$ cat config.mk
export PLATFORM = sky130hd
export DESIGN_NAME = ram_port_arbiter_flat
export DESIGN_NICKNAME = d
export VERILOG_FILES = /design/src/rtl/ram_port_arbiter_if.sv /design/src/rtl/ram_port_arbiter.sv /design/src/flat_wrapper.sv
export SDC_FILE = /design/constraint.sdc
export NUM_CORES = 1
export LEC_CHECK = 0
export ABC_AREA = 0
export BUFFER_PORTS_ARGS = -buffer_cell sky130_fd_sc_hd__buf_2
export CAP_MARGIN = 30
export CORE_MARGIN = 8
export CORE_UTILIZATION = 23
export DETAILED_ROUTE_END_ITERATION = 16
export GPL_ROUTABILITY_DRIVEN = 0
export MAX_ROUTING_LAYER = met4
export SKIP_CTS_REPAIR_TIMING = 1
export SLEW_MARGIN = 0
export SYNTH_ARGS = -nofsm -noshare
export SYNTH_HDL_FRONTEND = slang
export SYNTH_SLANG_ARGS = --single-unit
$ cat constraint.sdc
create_clock -name clk_sys -period 2.4 [get_ports clk_sys]
set_input_delay 0.12 -clock clk_sys [delete_from_list [all_inputs] [get_ports clk_sys]]
set_output_delay 0.12 -clock clk_sys [all_outputs]
set_load 0.01 [all_outputs]
$ cat src/rtl/ram_port_arbiter_if.sv
// Bus bundle between the memory port arbiter, its three requesters and the
// byte-wide memory controller.
interface ram_port_arbiter_if #(
  parameter int AW = 23
);
  // Requesters hold *_req (with we/addr/din stable) until the one-cycle *_ack.
  // The controller takes a one-cycle mem_we/mem_rd strobe, drops mem_ready
  // while working and raises it again on completion.
  logic          ioctl_download;
  logic          ioctl_wr;
  logic [AW-1:0] ioctl_addr;
  logic [7:0]    ioctl_data;

  logic          cpu_req;
  logic          cpu_we;
  logic [AW-1:0] cpu_addr;
  logic [7:0]    cpu_din;
  logic [7:0]    cpu_dout;
  logic          cpu_ack;

  logic          aux_req;
  logic          aux_we;
  logic [AW-1:0] aux_addr;
  logic [7:0]    aux_din;
  logic [7:0]    aux_dout;
  logic          aux_ack;

  logic [AW-1:0] mem_addr;
  logic [7:0]    mem_din;
  logic [7:0]    mem_dout;
  logic          mem_we;
  logic          mem_rd;
  logic          mem_ready;

  logic          load_overflow;
  logic          mem_timeout;
  logic          busy;
  logic [2:0]    dbg_state;

  modport slave (
    input  ioctl_download, ioctl_wr, ioctl_addr, ioctl_data,
    input  cpu_req, cpu_we, cpu_addr, cpu_din,
    input  aux_req, aux_we, aux_addr, aux_din,
    input  mem_dout, mem_ready,
    output cpu_dout, cpu_ack, aux_dout, aux_ack,
    output mem_addr, mem_din, mem_we, mem_rd,
    output load_overflow, mem_timeout, busy, dbg_state
  );

  modport master (
    output ioctl_download, ioctl_wr, ioctl_addr, ioctl_data,
    output cpu_req, cpu_we, cpu_addr, cpu_din,
    output aux_req, aux_we, aux_addr, aux_din,
    output mem_dout, mem_ready,
    input  cpu_dout, cpu_ack, aux_dout, aux_ack,
    input  mem_addr, mem_din, mem_we, mem_rd,
    input  load_overflow, mem_timeout, busy, dbg_state
  );
endinterface

$ cat src/rtl/ram_port_arbiter.sv
// Shares one byte-wide memory controller port between the ioctl loader, the
// CPU and an auxiliary DMA requester, sequencing each access on mem_ready.
module ram_port_arbiter #(
  parameter int AW         = 23,
  parameter int STARVE_MAX = 4,
  parameter int TIMEOUT    = 255
) (
  input logic             clk_sys,
  input logic             res_n,
  ram_port_arbiter_if.slave bus
);
  localparam int SW = $clog2(STARVE_MAX + 1);
  localparam int TW = $clog2(TIMEOUT + 1);

  typedef enum logic [2:0] {
    S_IDLE    = 3'd0,
    S_ISSUE   = 3'd1,
    S_WAIT_LO = 3'd2,
    S_WAIT_HI = 3'd3,
    S_DONE    = 3'd4
  } state_t;

  typedef enum logic [1:0] {SRC_LOAD, SRC_CPU, SRC_AUX} src_t;

  state_t        state;
  src_t          src;
  logic          acc_we;
  logic          buf_full;
  logic [AW-1:0] buf_addr;
  logic [7:0]    buf_data;
  logic [SW-1:0] starve_cnt;
  logic [TW-1:0] to_cnt;
  logic          dl_q;

  logic          gnt_valid;
  src_t          gnt_src;
  logic          gnt_we;
  logic [AW-1:0] gnt_addr;
  logic [7:0]    gnt_data;
  logic          consume;
  logic          finish;
  logic          timed_out;
  logic          go_hi;

  assign bus.busy      = (state != S_IDLE);
  assign bus.dbg_state = state;

  always_comb begin
    gnt_valid = 1'b0;
    gnt_src   = SRC_LOAD;
    gnt_we    = 1'b1;
    gnt_addr  = buf_addr;
    gnt_data  = buf_data;
    if (state == S_IDLE && bus.mem_ready) begin
      if (buf_full) begin
        gnt_valid = 1'b1;
      end else if (!bus.ioctl_download) begin
        if (bus.aux_req && starve_cnt == SW'(STARVE_MAX)) begin
          gnt_valid = 1'b1;
          gnt_src   = SRC_AUX;
        end else if (bus.cpu_req) begin
          gnt_valid = 1'b1;
          gnt_src   = SRC_CPU;
        end else if (bus.aux_req) begin
          gnt_valid = 1'b1;
          gnt_src   = SRC_AUX;
        end
      end
    end
    if (gnt_src == SRC_CPU) begin
      gnt_we   = bus.cpu_we;
      gnt_addr = bus.cpu_addr;
      gnt_data = bus.cpu_din;
    end else if (gnt_src == SRC_AUX) begin
      gnt_we   = bus.aux_we;
      gnt_addr = bus.aux_addr;
      gnt_data = bus.aux_din;
    end
    // The loader entry is freed once it moves into the access registers, so
    // one more byte can queue behind a write that is still in flight.
    consume = gnt_valid && (gnt_src == SRC_LOAD);
  end

  always_comb begin
    finish    = 1'b0;
    timed_out = 1'b0;
    go_hi     = 1'b0;
    if (state == S_WAIT_LO) begin
      // A controller that never drops ready is taken as already complete.
      if (bus.mem_ready && to_cnt == TW'(1)) begin
        finish = 1'b1;
      end else if (to_cnt == TW'(TIMEOUT - 1)) begin
        finish    = 1'b1;
        timed_out = 1'b1;
      end else if (!bus.mem_ready) begin
        go_hi = 1'b1;
      end
    end else if (state == S_WAIT_HI) begin
      if (bus.mem_ready) begin
        finish = 1'b1;
      end else if (to_cnt == TW'(TIMEOUT - 1)) begin
        finish    = 1'b1;
        timed_out = 1'b1;
      end
    end
  end

  always_ff @(posedge clk_sys or negedge res_n) begin
    if (!res_n) begin
      state             <= S_IDLE;
      src               <= SRC_LOAD;
      acc_we            <= 1'b0;
      buf_full          <= 1'b0;
      buf_addr          <= '0;
      buf_data          <= '0;
      starve_cnt        <= '0;
      to_cnt            <= '0;
      dl_q              <= 1'b0;
      bus.cpu_dout      <= '0;
      bus.cpu_ack       <= 1'b0;
      bus.aux_dout      <= '0;
      bus.aux_ack       <= 1'b0;
      bus.mem_addr      <= '0;
      bus.mem_din       <= '0;
      bus.mem_we        <= 1'b0;
      bus.mem_rd        <= 1'b0;
      bus.load_overflow <= 1'b0;
      bus.mem_timeout   <= 1'b0;
    end else begin
      dl_q        <= bus.ioctl_download;
      bus.mem_we  <= 1'b0;
      bus.mem_rd  <= 1'b0;
      bus.cpu_ack <= 1'b0;
      bus.aux_ack <= 1'b0;

      if (bus.ioctl_download && !dl_q) begin
        bus.load_overflow <= 1'b0;
        bus.mem_timeout   <= 1'b0;
      end

      if (bus.ioctl_wr) begin
        if (!buf_full || consume) begin
          buf_full <= 1'b1;
          buf_addr <= bus.ioctl_addr;
          buf_data <= bus.ioctl_data;
        end else begin
          bus.load_overflow <= 1'b1;
        end
      end else if (consume) begin
        buf_full <= 1'b0;
      end

      if (!bus.aux_req || (gnt_valid && gnt_src == SRC_AUX)) begin
        starve_cnt <= '0;
      end else if (gnt_valid && gnt_src == SRC_CPU && starve_cnt != SW'(STARVE_MAX)) begin
        starve_cnt <= starve_cnt + 1'b1;
      end

      case (state)
        S_IDLE: begin
          if (gnt_valid) begin
            src          <= gnt_src;
            acc_we       <= gnt_we;
            bus.mem_addr <= gnt_addr;
            bus.mem_din  <= gnt_data;
            bus.mem_we   <= gnt_we;
            bus.mem_rd   <= !gnt_we;
            state        <= S_ISSUE;
          end
        end
        S_ISSUE: begin
          to_cnt <= '0;
          state  <= S_WAIT_LO;
        end
        S_WAIT_LO, S_WAIT_HI: begin
          if (finish) begin
            state <= S_DONE;
            if (timed_out) bus.mem_timeout <= 1'b1;
            // Ack and read data are registered together so both are seen in DONE.
            if (src == SRC_CPU) begin
              bus.cpu_ack <= 1'b1;
              if (!acc_we) bus.cpu_dout <= bus.mem_dout;
            end else if (src == SRC_AUX) begin
              bus.aux_ack <= 1'b1;
              if (!acc_we) bus.aux_dout <= bus.mem_dout;
            end
          end else begin
            to_cnt <= to_cnt + 1'b1;
            if (go_hi) state <= S_WAIT_HI;
          end
        end
        S_DONE:  state <= S_IDLE;
        default: state <= S_IDLE;
      endcase
    end
  end
endmodule
$ cat src/flat_wrapper.sv
// flat-port wrapper written by rule: the top's interface ports become plain ports
module ram_port_arbiter_flat 
#(
  parameter int AW         = 23,
  parameter int STARVE_MAX = 4,
  parameter int TIMEOUT    = 255
)
  (clk_sys, res_n, bus_ioctl_download, bus_ioctl_wr, bus_ioctl_addr, bus_ioctl_data, bus_cpu_req, bus_cpu_we, bus_cpu_addr, bus_cpu_din, bus_aux_req, bus_aux_we, bus_aux_addr, bus_aux_din, bus_mem_dout, bus_mem_ready, bus_cpu_dout, bus_cpu_ack, bus_aux_dout, bus_aux_ack, bus_mem_addr, bus_mem_din, bus_mem_we, bus_mem_rd, bus_load_overflow, bus_mem_timeout, bus_busy, bus_dbg_state);
  ram_port_arbiter_if #(.AW(AW)) bus_i ();
  input logic clk_sys;
  input logic res_n;
  input wire logic [$bits(bus_i.ioctl_download)-1:0] bus_ioctl_download;
  input wire logic [$bits(bus_i.ioctl_wr)-1:0] bus_ioctl_wr;
  input wire logic [$bits(bus_i.ioctl_addr)-1:0] bus_ioctl_addr;
  input wire logic [$bits(bus_i.ioctl_data)-1:0] bus_ioctl_data;
  input wire logic [$bits(bus_i.cpu_req)-1:0] bus_cpu_req;
  input wire logic [$bits(bus_i.cpu_we)-1:0] bus_cpu_we;
  input wire logic [$bits(bus_i.cpu_addr)-1:0] bus_cpu_addr;
  input wire logic [$bits(bus_i.cpu_din)-1:0] bus_cpu_din;
  input wire logic [$bits(bus_i.aux_req)-1:0] bus_aux_req;
  input wire logic [$bits(bus_i.aux_we)-1:0] bus_aux_we;
  input wire logic [$bits(bus_i.aux_addr)-1:0] bus_aux_addr;
  input wire logic [$bits(bus_i.aux_din)-1:0] bus_aux_din;
  input wire logic [$bits(bus_i.mem_dout)-1:0] bus_mem_dout;
  input wire logic [$bits(bus_i.mem_ready)-1:0] bus_mem_ready;
  output wire logic [$bits(bus_i.cpu_dout)-1:0] bus_cpu_dout;
  output wire logic [$bits(bus_i.cpu_ack)-1:0] bus_cpu_ack;
  output wire logic [$bits(bus_i.aux_dout)-1:0] bus_aux_dout;
  output wire logic [$bits(bus_i.aux_ack)-1:0] bus_aux_ack;
  output wire logic [$bits(bus_i.mem_addr)-1:0] bus_mem_addr;
  output wire logic [$bits(bus_i.mem_din)-1:0] bus_mem_din;
  output wire logic [$bits(bus_i.mem_we)-1:0] bus_mem_we;
  output wire logic [$bits(bus_i.mem_rd)-1:0] bus_mem_rd;
  output wire logic [$bits(bus_i.load_overflow)-1:0] bus_load_overflow;
  output wire logic [$bits(bus_i.mem_timeout)-1:0] bus_mem_timeout;
  output wire logic [$bits(bus_i.busy)-1:0] bus_busy;
  output wire logic [$bits(bus_i.dbg_state)-1:0] bus_dbg_state;
  assign bus_i.ioctl_download = bus_ioctl_download;
  assign bus_i.ioctl_wr = bus_ioctl_wr;
  assign bus_i.ioctl_addr = bus_ioctl_addr;
  assign bus_i.ioctl_data = bus_ioctl_data;
  assign bus_i.cpu_req = bus_cpu_req;
  assign bus_i.cpu_we = bus_cpu_we;
  assign bus_i.cpu_addr = bus_cpu_addr;
  assign bus_i.cpu_din = bus_cpu_din;
  assign bus_i.aux_req = bus_aux_req;
  assign bus_i.aux_we = bus_aux_we;
  assign bus_i.aux_addr = bus_aux_addr;
  assign bus_i.aux_din = bus_aux_din;
  assign bus_i.mem_dout = bus_mem_dout;
  assign bus_i.mem_ready = bus_mem_ready;
  assign bus_cpu_dout = bus_i.cpu_dout;
  assign bus_cpu_ack = bus_i.cpu_ack;
  assign bus_aux_dout = bus_i.aux_dout;
  assign bus_aux_ack = bus_i.aux_ack;
  assign bus_mem_addr = bus_i.mem_addr;
  assign bus_mem_din = bus_i.mem_din;
  assign bus_mem_we = bus_i.mem_we;
  assign bus_mem_rd = bus_i.mem_rd;
  assign bus_load_overflow = bus_i.load_overflow;
  assign bus_mem_timeout = bus_i.mem_timeout;
  assign bus_busy = bus_i.busy;
  assign bus_dbg_state = bus_i.dbg_state;
  ram_port_arbiter #(.AW(AW), .STARVE_MAX(STARVE_MAX), .TIMEOUT(TIMEOUT)) u_core (.clk_sys(clk_sys), .res_n(res_n), .bus(bus_i));
endmodule
# After elaboration in Yosys (flattened, before gate mapping)
# Index checks and enable logic that the tools add are counted.
[op_classes]
add_sub_neg = 2
n_eq_ne = 15
mux = 60
bitwise = 2
n_reduce_logical = 28
[ops]
columns = ["op", "n"]
rows = [
  ["$mux W23", 2],
  ["$mux W1", 42],
  ["$mux W8", 3],
  ["$pmux W8 S2", 1],
  ["$mux W3", 5],
  ["$mux W2", 6],
  ["$reduce_and A2 Y1", 5],
  ["$pmux W3 S3", 1],
  ["$add A8 B1 Y8 const B", 1],
  ["$eq A8 B1 Y1 const B", 1],
  ["$eq A8 B8 Y1 const B", 1],
  ["$logic_and A1 B1 Y1", 8],
  ["$eq A3 B2 Y1 const B", 2],
  ["$reduce_bool A2 Y1", 3],
  ["$reduce_and A5 Y1", 1],
  ["$eq A2 B1 Y1 const B", 2],
  ["$eq A2 B2 Y1 const B", 2],
  ["$logic_not A1 Y1", 4],
  ["$ne A2 B1 Y1 const B", 2],
  ["$reduce_and A4 Y1", 1],
  ["$add A3 B1 Y3 const B", 1],
  ["$eq A3 B1 Y1 const B", 1],
  ["$eq A3 B3 Y1 const B", 1],
  ["$logic_not A3 Y1", 1],
  ["other kinds (8)", 10],
]
[word_totals]
ff_bits = 103
inputBits = 110
out_inout_bits = 57
elab_cells = 126

# Longest topological paths before layout
# Gate-level depths: netlist of the first run.
[logic_depth]
ltp_word = 12
depth_mapped = 8
ltp_nobuf = 7

# Worst setup path before layout of the first run
# OpenSTA, ideal clock, no wires.
[synth_path]
path_kind = "reg2reg"
startpoint = "register u_core.state[0] (netlist: u_core.bus.dbg_state[0])"
endpoint = "register u_core.starve_cnt[2]"
t_arrival_ns = 2.013
slack_ns = 0.309
stages_incl_launch_ff = 6
path_buffers = 1
period_less_slack_ns = 2.091
cell_sequence = "dfrtp_1 > buf_6 > or4b_4 > or3_4 > or4_1 > a21boi_1"
[synth_between]
elab_chain_len = 7
word_cells_on_any_way = 12
classes_between = "2 x eq/ne; 3 x mux; 7 x reduce/logical"
[synth_lines]
columns = ["item", "line_no", "source"]
rows = [
  ["from (decl)", "ram_port_arbiter.sv:25", "state_t state;"],
  ["from (signal assigned)", "ram_port_arbiter.sv:110", "state <= S_IDLE;"],
  ["from (signal assigned)", "ram_port_arbiter.sv:168", "state <= S_ISSUE;"],
  ["from (signal assigned)", "ram_port_arbiter.sv:173", "state <= S_WAIT_LO;"],
  ["$logic_not A3 Y1 *", "ram_port_arbiter.sv:54", "if (state == S_IDLE && bus.mem_ready) begin"],
  ["$logic_and A1 B1 Y1 *", "ram_port_arbiter.sv:54", ""],
  ["$mux W2", "ram_port_arbiter.sv:54", ""],
  ["$eq A2 B2 Y1 or $eq A2 B1 Y1 (tied branches)", "ram_port_arbiter.sv:153, ram_port_arbiter.sv:155", ""],
  ["$logic_and A1 B1 Y1, on equally long branches", "ram_port_arbiter.sv:153, ram_port_arbiter.sv:155", ""],
  ["$logic_or A1 B1 Y1 or $logic_and A1 B1 Y1 (tied branches)", "ram_port_arbiter.sv:153, ram_port_arbiter.sv:155", ""],
  ["$mux W3 or $reduce_bool A2 Y1 (tied branches)", "n/a", ""],
  ["to (signal assigned)", "ram_port_arbiter.sv:156", "starve_cnt <= starve_cnt + 1'b1;"],
  ["to (decl)", "ram_port_arbiter.sv:31", "logic [SW-1:0] starve_cnt;"],
]
# Mark *: on every way between the ends. The rest lies on a longest branch, timed or not.
# A chain may end at the register's enable or synchronous reset.

# Worst setup path after layout of the first run
[layout_path]
startpoint = "register u_core.state[1] (netlist: u_core.bus.dbg_state[1])"
endpoint = "register u_core.bus.mem_addr[21]"
[layout_between]
elab_chain_len = 6
word_cells_on_any_way = 9
classes_between = "2 x eq/ne; 4 x mux; 3 x reduce/logical"
[layout_lines]
columns = ["item", "line_no", "source"]
rows = [
  ["$logic_not A3 Y1 *", "ram_port_arbiter.sv:54, ram_port_arbiter.sv:159", ""],
  ["$logic_and A1 B1 Y1", "ram_port_arbiter.sv:54", ""],
  ["$mux W2", "ram_port_arbiter.sv:54", ""],
  ["$eq A2 B2 Y1", "ram_port_arbiter.sv:74", "end else if (gnt_src == SRC_AUX) begin"],
  ["$mux W23", "ram_port_arbiter.sv:74", ""],
  ["$mux W23", "ram_port_arbiter.sv:70", "if (gnt_src == SRC_CPU) begin"],
  ["to (signal assigned)", "ram_port_arbiter.sv:164", "bus.mem_addr <= gnt_addr;"],
  ["to (decl)", "ram_port_arbiter_if.sv:46", "output mem_addr, mem_din, mem_we, mem_rd,"],
]
# Marks and branches as above.

==> results of run 1 <==
==> synth_stat cells, drive strengths merged (2+ instances only) <==
master	instances	area [µm²]
buf	8	52.5
nand3	6	30.0
inv	10	37.5
or3	2	17.5
o21ai	39	195
a21oi	6	37.5
nand2b	6	37.5
clkbuf	17	63.8
nor3	3	15.0
nor2	12	47.6
nand2	48	180
and2	2	12.5
nor4b	3	26.3
dfrtp	103	2580
nor2b	2	12.5
o22a	32	280
o31ai	2	15.0
o22ai	32	200
ha	5	62.6
nand4	3	18.8
mux2	47	529
mux2i	5	50.1
==> routing by layer <==
layer | GRT usage (%) | wire [µm] | vias up
met2 | 18.0 | 6560 | 126
met1 | 14.0 | 6270 | 1822
met5 | - | 0 | -
li1 | - | - | 1863
met3 | 3.62 | 787 | 11
met4 | 3.31 | 146 | 0
==> metrics by stage <==
step / instances / setup WS (ps) / util [%] / cell area [µm²]
floorplan: 405 / 309 / - / 4610
global placement: 828 / 261 / 29.6 / 5810
detailed placement: 828 / 150 / 29.6 / 5810
CTS: 844 / 157 / 31.2 / 6110
global route: 866 / 46.9 / 32.4 / 6340
finish: 866 / 163 / 32.4 / 6340
==> sequential cells by signal, indices dropped and copies added (netlist names), 2 cells and up <==
register,flops
u_core.starve_cnt,3
u_core.bus.dbg_state,3
u_core.buf_addr,23
u_core.src,2
u_core.bus.mem_addr,23
u_core.bus.cpu_dout,8
u_core.bus.aux_dout,8
u_core.bus.mem_din,8
u_core.buf_data,8
u_core.to_cnt,8
==> report_power, final <==
part | switching (W) | internal [W]
registers | 0.000353 | 0.00233
logic | 0.00105 | 0.000997
clock network | 0.000645 | 0.000868
total | 0.00205 | 0.00420
==> critical path, stage by stage (launching register included) <==
cell     delay [ps]
dfrtp_1         430
or4b_4          540
or3_4           440
nor2_2          160
buf_4           280
o22ai_1         110
o21ai_0         180
==> cells by family (layout without fill, tap and decap cells) <==
family          count (synthesis)  in the layout
flops                         103            103
fa+ha+maj                       5              5
compound gates                118            118
simple gates                   92             92
buf+inv                        35            231
mux                            52             52
==> final cells by class <==
cell class | count | share of cell area, %
sequential | 103 | 40.7
timing repair buffer | 205 | 18.8
inverter | 10 | 0.592
tap | 265 | 5.23
clock inverter | 4 | 0.809
clock buffer | 12 | 4.05
multi-input combinational | 267 | 29.8
==> worst min-delay path by stage <==
stage                               start                       to  slack, ps  cells past startpoint
after floorplan                     res_n            u_core.acc_we       -180                      0
after CTS                           res_n   u_core.bus.cpu_dout[6]       -150                      1
after global placement              res_n  u_core.bus.dbg_state[0]        230                      1
after global routing      bus_mem_dout[6]   u_core.bus.cpu_dout[6]       0.08                      2
final                        bus_ioctl_wr          u_core.buf_full         -4                      2
after detailed placement            res_n  u_core.bus.dbg_state[0]        240                      1
==> flow_metrics.py, run 1 <==
metrics = {
    "status": {
        "outcome": "finished, violations left",
        "failed_checks": "hold timing",
    },
    "timing": {
        "hold_viol_final": 1,
        "setup_viol": 0,
        "maxSlewViolCount": 0,
        "rsz0062_at_grt": "false",
        "fin_crit_ps": 2240,
        "slew_headroom_pct": 51.6,
        "min_period_over_period_pct": 93.2,
        "holdWs_ps": -4.32,
        "fmax_mhz": 447,
        "fin_setup_tns_ps": 0,
        "tightestPinTransition_ps": 726,
        "fin_skew_ps": 7.62,
    },
    "clocking": {
        "clk_pin_slew_ps": 70,
        "clockRootBuffer": "clkbuf_16",
        "clock-sinks": 103,
        "htreeDepth": 3,
        "numCtsBuffers": 9,
        "cts_tree": "done",
        "clk-insertion-delay-late_ps": 350,
        "clockBufferDepth": 2,
    },
    "drt": {
        "routedWlPerCell_um": 15.9,
        "detail_route.vias_per_cell": 4.41,
        "drt_iter0_markers": 95,
        "vias": 3822,
        "post-route-drc-count": 0,
        "wirelength_mm": 13.8,
        "firstDrtPassIters": 4,
        "final_antenna_net_count": 0,
    },
    "cells_and_area": {
        "seqCellArea_um2": 2580,
        "antenna_cells": 0,
        "multiInputGateArea_um2": 1890,
        "mostFrequentLayoutCells": "buf_2, dfrtp_1, nand2_1",
        "fin_nets": 711,
        "nFillCells": 2067,
        "drive_above_1_share_pct": 42.1,
        "final_common_cell": "buf_2",
        "syn2layout_area_growth_pct": 37.7,
    },
    "logic_synthesis": {
        "synth_ff_type": "dfrtp_1",
        "synth-edff-count": 0,
        "yosys.area_share.simple_pct": 9.64,
        "syn-cell-area_um2": 4610,
        "ys_seq_area_share_pct": 56.0,
        "synthArstFlopShare_pct": 100,
        "syn-num-nets": 520,
        "synth_top_family_by_area": "compound AO/OA/AOI/OAI gates",
        "synth.area.mux_share_pct": 12.6,
        "syn_inst": 405,
        "synth-compound-area-share_pct": 17.1,
        "synthAdderAreaFrac_pct": 1.36,
        "synth.distinct_cells": 41,
        "synth_xor_xnor_area_share_pct": 0,
        "ys_seq_elements": 103,
        "yosys_warnings": 0,
        "synth_area_per_cell_um2": 11.4,
    },
    "die": {
        "rows": 51,
        "fp.dieW_um": 158,
        "fp.coreArea_um2": 19600,
        "die_y_um": 158,
        "start_util_pct": 23.5,
        "ios": 167,
        "dieArea_um2": 24800,
    },
    "global_routing": {
        "overflow": 0,
        "track_usage_pct": 11.5,
        "grt_pass1_vias": 3896,
        "grt_pass1_wl_mm": 21.2,
        "antenna_found_initial": 0,
        "grt_max_degree": 52,
    },
    "worst_setup_path": {
        "critPathRequiredTime_ps": 2660,
        "crit_path_end": "u_core.bus.mem_addr[21]",
        "critPathArrivalTime_ps": 2500,
        "crit_path_start": "u_core.bus.dbg_state[1]",
        "crit_type": "reg2reg",
        "r2r_cells": 6,
        "critPathCaptureType": "flip-flop",
        "r2r_setup_slack_ps": 160,
        "start_kind": "flip-flop",
        "timing.rr.start": "u_core.bus.dbg_state[1]",
        "cp_max_fo": 22,
        "worstReg2RegEnd": "u_core.bus.mem_addr[21]",
    },
    "placed_design": {
        "portBuffers": 166,
        "place_hpwl_mm": 10.3,
    },
    "pwr": {
        "power_w": 0.00625,
        "p_leak_nw": 3.04,
        "max-vdd-ir-drop_mv": 0.450,
        "p_per_area_nw_per_um2": 986,
    },
    "hold_path": {
        "holdCritPathClass": "in2reg",
    },
    "job": {
        "drv_cap": 0,
    },
}
Power figures use the tool's default switching activity.
==> inputs of run 2 (changes only) <==
Settings changed: ABC_AREA 0 to 1.
==> run 2 against run 1 <==
  * The flow still finishes with violations (hold timing)
  * Global-route usage increased by 1.8 points
  * Sequential power decreased by 3%
  * Via count increased by 33%
  * Cell count increased by 34%
  * Largest cell class unchanged
  * Largest power group unchanged
==> flow_metrics.py, run 2 <==
metrics = {
    "status": {
        "outcome": "finished, violations left",
        "failed_checks": "hold timing",
    },
    "worst_setup_path": {
        "critPathCaptureType": "flip-flop",
        "worstReg2RegEnd": "u_core.bus.cpu_dout[5]",
        "r2r_setup_slack_ps": 320,
        "timing.rr.start": "u_core.to_cnt[0]",
        "critPathRequiredTime_ps": 2630,
        "r2r_cells": 11,
        "crit_type": "reg2reg",
        "cp_max_fo": 16,
        "start_kind": "flip-flop",
        "critPathArrivalTime_ps": 2310,
    },
    "cells_and_area": {
        "mostFrequentLayoutCells": "nand2_1, buf_2, dfrtp_1",
        "final_common_cell": "nand2_1",
        "nFillCells": 2486,
        "multiInputGateArea_um2": 2350,
        "drive_above_1_share_pct": 26.3,
        "largestRegisters": "u_core.buf_addr (23), u_core.bus.mem_addr (23)",
        "seqCellArea_um2": 2580,
        "fin_nets": 983,
        "syn2layout_area_growth_pct": 28.8,
    },
    "clocking": {
        "clockBufferDepth": 2,
        "htreeDepth": 3,
        "clockRootBuffer": "clkbuf_16",
        "clk_pin_slew_ps": 80,
        "numCtsBuffers": 9,
        "clk-insertion-delay-late_ps": 360,
        "clock-sinks": 103,
        "cts_tree": "done",
    },
    "timing": {
        "fin_skew_ps": 10.9,
        "rsz0062_at_grt": "false",
        "hold_viol_final": 4,
        "min_period_over_period_pct": 86.7,
        "maxSlewViolCount": 0,
        "fin_crit_ps": 2080,
        "fmax_mhz": 480,
        "slew_headroom_pct": 61.0,
        "setup_viol": 0,
        "fin_setup_tns_ps": 0,
        "holdWs_ps": -12.9,
        "tightestPinTransition_ps": 585,
    },
    "die": {
        "die_y_um": 168,
        "start_util_pct": 23.5,
        "ios": 167,
        "rows": 55,
        "fp.dieW_um": 168,
        "fp.coreArea_um2": 22700,
        "dieArea_um2": 28400,
    },
    "placed_design": {
        "place_hpwl_mm": 13.0,
        "portBuffers": 166,
    },
    "logic_synthesis": {
        "synth_ff_type": "dfrtp_1",
        "synthTopCellsByArea": "dfrtp_1, nand2_1, nand3_1, inv_1, nand3b_1",
        "syn-cell-area_um2": 5340,
        "yosys.area.top_type_share_pct": 48.2,
        "synthMostInstantiatedCell": "nand2_1",
        "synth_area_per_cell_um2": 7.62,
        "synthTopCellsByCount": "nand2_1, dfrtp_1, nand3_1",
        "syn_inst": 701,
        "ys_seq_elements": 103,
        "syn-num-nets": 816,
        "yosys_warnings": 0,
        "ys_seq_area_share_pct": 48.2,
        "yosysTopAreaCell": "dfrtp_1",
        "synth-edff-count": 0,
        "synthArstFlopShare_pct": 100,
        "synth.distinct_cells": 31,
    },
    "drt": {
        "vias": 5089,
        "firstDrtPassIters": 4,
        "final_antenna_net_count": 0,
        "detail_route.vias_per_cell": 4.39,
        "routedWlPerCell_um": 15.5,
        "wirelength_mm": 17.9,
        "post-route-drc-count": 0,
        "drt_iter0_markers": 305,
    },
    "pwr": {
        "p_per_area_nw_per_um2": 977,
        "max-vdd-ir-drop_mv": 0.340,
        "p_leak_nw": 3.92,
    },
    "global_routing": {
        "overflow": 0,
        "grt_pass1_vias": 5343,
        "grt_max_degree": 42,
        "antenna_found_initial": 0,
        "grt_pass1_wl_mm": 28.8,
        "track_usage_pct": 13.3,
    },
    "hold_path": {
        "whs_path_depth": 3,
        "holdCritPathClass": "in2reg",
        "min_from": "bus_ioctl_addr[0]",
        "hold_end": "u_core.buf_addr[0]",
    },
    "job": {
        "drv_cap": 0,
    },
}
==> run 2: layer usage <==
metal  share of wire [%]  GRT usage, %
met1                  48          16.9
met2                  46          21.0
met3                 5.4          3.18
met4                 1.0          2.99
met5                   0             -
==> run 2: critical path: stages, from the launching register on <==
cell	delay, ps
dfrtp_1	440
inv_1	80
ha_1	140
inv_1	40
nor2_1	90
nand2_1	100
nand2_1	110
nand2_2	80
nand2_2	230
nand3_2	390
nand2_1	190
o21ai_2	70
==> run 2: how the worst max path moves through the flow <==
stage                         startpoint                      to  cells after the start
CTS                     u_core.to_cnt[0]  u_core.bus.cpu_dout[5]                     11
finish                  u_core.to_cnt[0]  u_core.bus.cpu_dout[5]                     11
global placement        u_core.to_cnt[0]  u_core.bus.cpu_dout[3]                     11
floorplan           u_core.starve_cnt[0]     u_core.buf_addr[13]                     10
detailed placement      u_core.to_cnt[0]  u_core.bus.cpu_dout[5]                     11
global route            u_core.to_cnt[0]  u_core.bus.cpu_dout[5]                     11
==> run 2: cells by family (layout without fill, tap and decap cells) <==
logic type / after synthesis / count (layout) / share of synthesized area [%]
AND/OR/NAND/NOR: 462 / 462 / 38.7
flip-flops: 103 / 103 / 48.2
buffers and inverters: 101 / 272 / 7.87
AO/OA/AOI/OAI: 24 / 24 / 3.00
XOR/XNOR: 6 / 6 / 0.984
adder cells (fa/ha/maj): 5 / 5 / 1.17
other: 0 / 1 / 0
==> run 2: where the power goes <==
group	leakage, nW	switching, W	total (W)	internal [W]
registers	1.33	0.000316	0.00260	0.00228
logic	2.44	0.00167	0.00257	0.000902
clock network	0.148	0.000730	0.00155	0.000823
total	3.92	0.00272	0.00672	0.00401
==> run 2: area by class of cell <==
type | instances | area share (%)
tap | 285 | 5.18
clock buffer | 9 | 3.27
antenna | 1 | 0.0364
timing repair buffer | 189 | 15.0
clock inverter | 6 | 1.11
sequential | 103 | 37.5
multi-input combinational | 497 | 34.2
inverter | 68 | 3.73
==> run 2: through the flow <==
stage	area, µm²	power [W]	cells	utilization [%]	setup slack, ps
2_1_floorplan	5340	0.00428	701	-	785
3_3_place_gp	6520	0.00519	1136	28.7	317
3_5_place_dp	6520	0.00525	1136	28.7	329
4_1_cts	6820	0.00684	1151	30.0	308
5_1_grt	6880	0.00731	1157	30.3	119
6_report	6880	0.00672	1158	30.3	318
==> inputs of run 3 (changes only) <==
Settings changed: PLACE_DENSITY_LB_ADDON set to 0.3.
==> run 3 against run 2 <==
  * The run now ends clean
  * Global-route usage down 0.57 points
  * Via count down 3.2%
  * Total power down 1.1%
  * Fmax down 1.4%
  * Design area down 0.69%
  * Die area unchanged
  * Clock skew down 3.7 ps
  * Core utilization down 0.21 points
  * Cell count down 0.52%
  * Clock power about the same
  * Sequential power about the same
  * Critical path type unchanged
  * Largest power group unchanged
==> flow_metrics.py, run 3 (synthesized netlist as in run 2, its figures left out) <==
metrics = {
    "placed_design": {
        "portBuffers": 166,
        "place_hpwl_mm": 12.9,
        "place_ws_ps": 239,
    },
    "worst_setup_path": {
        "crit_type": "reg2reg",
        "critPathCaptureType": "flip-flop",
        "cp_max_fo": 31,
        "critPathRequiredTime_ps": 2680,
        "critPathArrivalTime_ps": 2390,
        "start_kind": "flip-flop",
    },
    "pwr": {
        "switching_share_pct": 39.3,
        "p_leak_nw": 3.90,
        "max-vdd-ir-drop_mv": 0.464,
        "p_int_w": 0.00403,
        "combinationalPowerShare_pct": 38.2,
        "p_per_area_nw_per_um2": 973,
        "p_seq_share_pct": 39.0,
        "switchingPower_w": 0.00262,
        "p_clk_share_pct": 22.8,
    },
    "clocking": {
        "clockBufferDepth": 2,
        "clock-sinks": 103,
        "clockRootBuffer": "clkbuf_16",
        "htreeDepth": 3,
        "clk_pin_slew_ps": 70,
        "clk-insertion-delay-late_ps": 340,
        "numCtsBuffers": 9,
        "cts_tree": "done",
    },
    "timing": {
        "setup_ws_ps": 288,
        "setup_viol": 0,
        "slew_headroom_pct": 54.9,
        "fin_crit_ps": 2110,
        "maxSlewViolCount": 0,
        "fin_skew_ps": 7.23,
        "min_period_over_period_pct": 88.0,
        "tightestPinTransition_ps": 677,
        "hold_viol_final": 0,
        "rsz0062_at_grt": "false",
        "fin_setup_tns_ps": 0,
        "fmax_mhz": 474,
    },
    "die": {
        "fp.coreArea_um2": 22700,
        "rows": 55,
        "dieArea_um2": 28400,
        "ios": 167,
        "fp.dieW_um": 168,
        "start_util_pct": 23.5,
        "die_y_um": 168,
    },
    "global_routing": {
        "antenna_found_initial": 0,
        "grt_max_degree": 48,
        "grt_pass1_vias": 5181,
        "grt_pass1_wl_mm": 27.9,
        "overflow": 0,
        "track_usage_pct": 12.7,
    },
    "drt": {
        "final_antenna_net_count": 0,
        "firstDrtPassIters": 4,
        "wirelength_mm": 17.3,
        "vias": 4925,
        "detail_route.vias_per_cell": 4.28,
        "post-route-drc-count": 0,
        "routedWlPerCell_um": 15.1,
        "drt_iter0_markers": 296,
    },
    "cells_and_area": {
        "largestRegisters": "u_core.buf_addr (23), u_core.bus.mem_addr (23)",
        "fin_nets": 977,
        "final_common_cell": "nand2_1",
        "syn2layout_area_growth_pct": 27.9,
        "drive_above_1_share_pct": 26.2,
        "mostFrequentLayoutCells": "nand2_1, buf_2, dfrtp_1",
        "antenna_cells": 0,
    },
    "hold_path": {
        "holdCritPathClass": "in2reg",
    },
    "job": {
        "drv_cap": 0,
    },
    "status": {
        "outcome": "completed",
    },
}
[run 3: layout make-up]
class	count	area, µm²
flip-flops and latches	103	2580
inverters	68	256
well taps	285	357
fillers	2538	15900
multi-input cells	497	2350
clock buffers	11	243
repair buffers	183	991
clock inverters	5	56.3
[run 3: layer usage]
| metal | vias to the layer above | track usage [%] | routed length [µm] |
|---|---|---|---|
| li1 | 2511 | - | - |
| met1 | 2264 | 16.6 | 8440 |
| met4 | 0 | 2.95 | 151 |
| met2 | 137 | 19.8 | 7920 |
| met5 | - | - | 0 |
| met3 | 13 | 2.60 | 826 |
[run 3: per-stage QoR]
| step | cells | area [µm²] | hold WS (ps) | util, % | total power (W) |
|---|---|---|---|---|---|
| after global placement | 1134 | 6510 | 175 | 28.7 | 0.00522 |
| after detailed placement | 1134 | 6510 | 179 | 28.7 | 0.00524 |
| after global routing | 1152 | 6830 | 4.12 | 30.1 | 0.00727 |
| after CTS | 1150 | 6810 | -202 | 30.0 | 0.00681 |
| final | 1152 | 6830 | 9.25 | 30.1 | 0.00665 |
| after floorplan | 701 | 5340 | -176 | - | 0.00428 |
[run 3: worst paths after layout]
path / from / end / slack [ps] / depth (start not counted)
max: u_core.bus.dbg_state[0] / u_core.buf_data[6] / 290 / 9
min: bus_ioctl_data[2] / u_core.buf_data[2] / 9 / 3
max reg2reg: u_core.bus.dbg_state[0] / u_core.buf_data[6] / 290 / 9
min reg2reg: u_core.src[1] / u_core.bus.cpu_ack / 460 / 1
max in group asynchronous: res_n / u_core.buf_addr[21] / 1390 / 3
min in group asynchronous: res_n / u_core.bus.aux_dout[2] / 320 / 2
[run 3: power groups by stage]
| stage | Clock, W | Combinational [W] | Sequential [W] |
|---|---|---|---|
| final | 0.00152 | 0.00254 | 0.00259 |
| after floorplan | 0 | 0.00158 | 0.00270 |
| after CTS | 0.00158 | 0.00262 | 0.00260 |
| after global placement | 0 | 0.00259 | 0.00263 |
| after detailed placement | 0 | 0.00262 | 0.00262 |
| after global routing | 0.00166 | 0.00294 | 0.00268 |
[run 3: critical path, cell delays in order (launching register included)]
cell and delay (ps):
dfrtp_1 430, inv_2 110, nand3_4 110, nor2_8 270, nand3_2 200, nand3_1 150, nand2_2 210, nand2_4 360
nand2_1 100, nand2_1 70
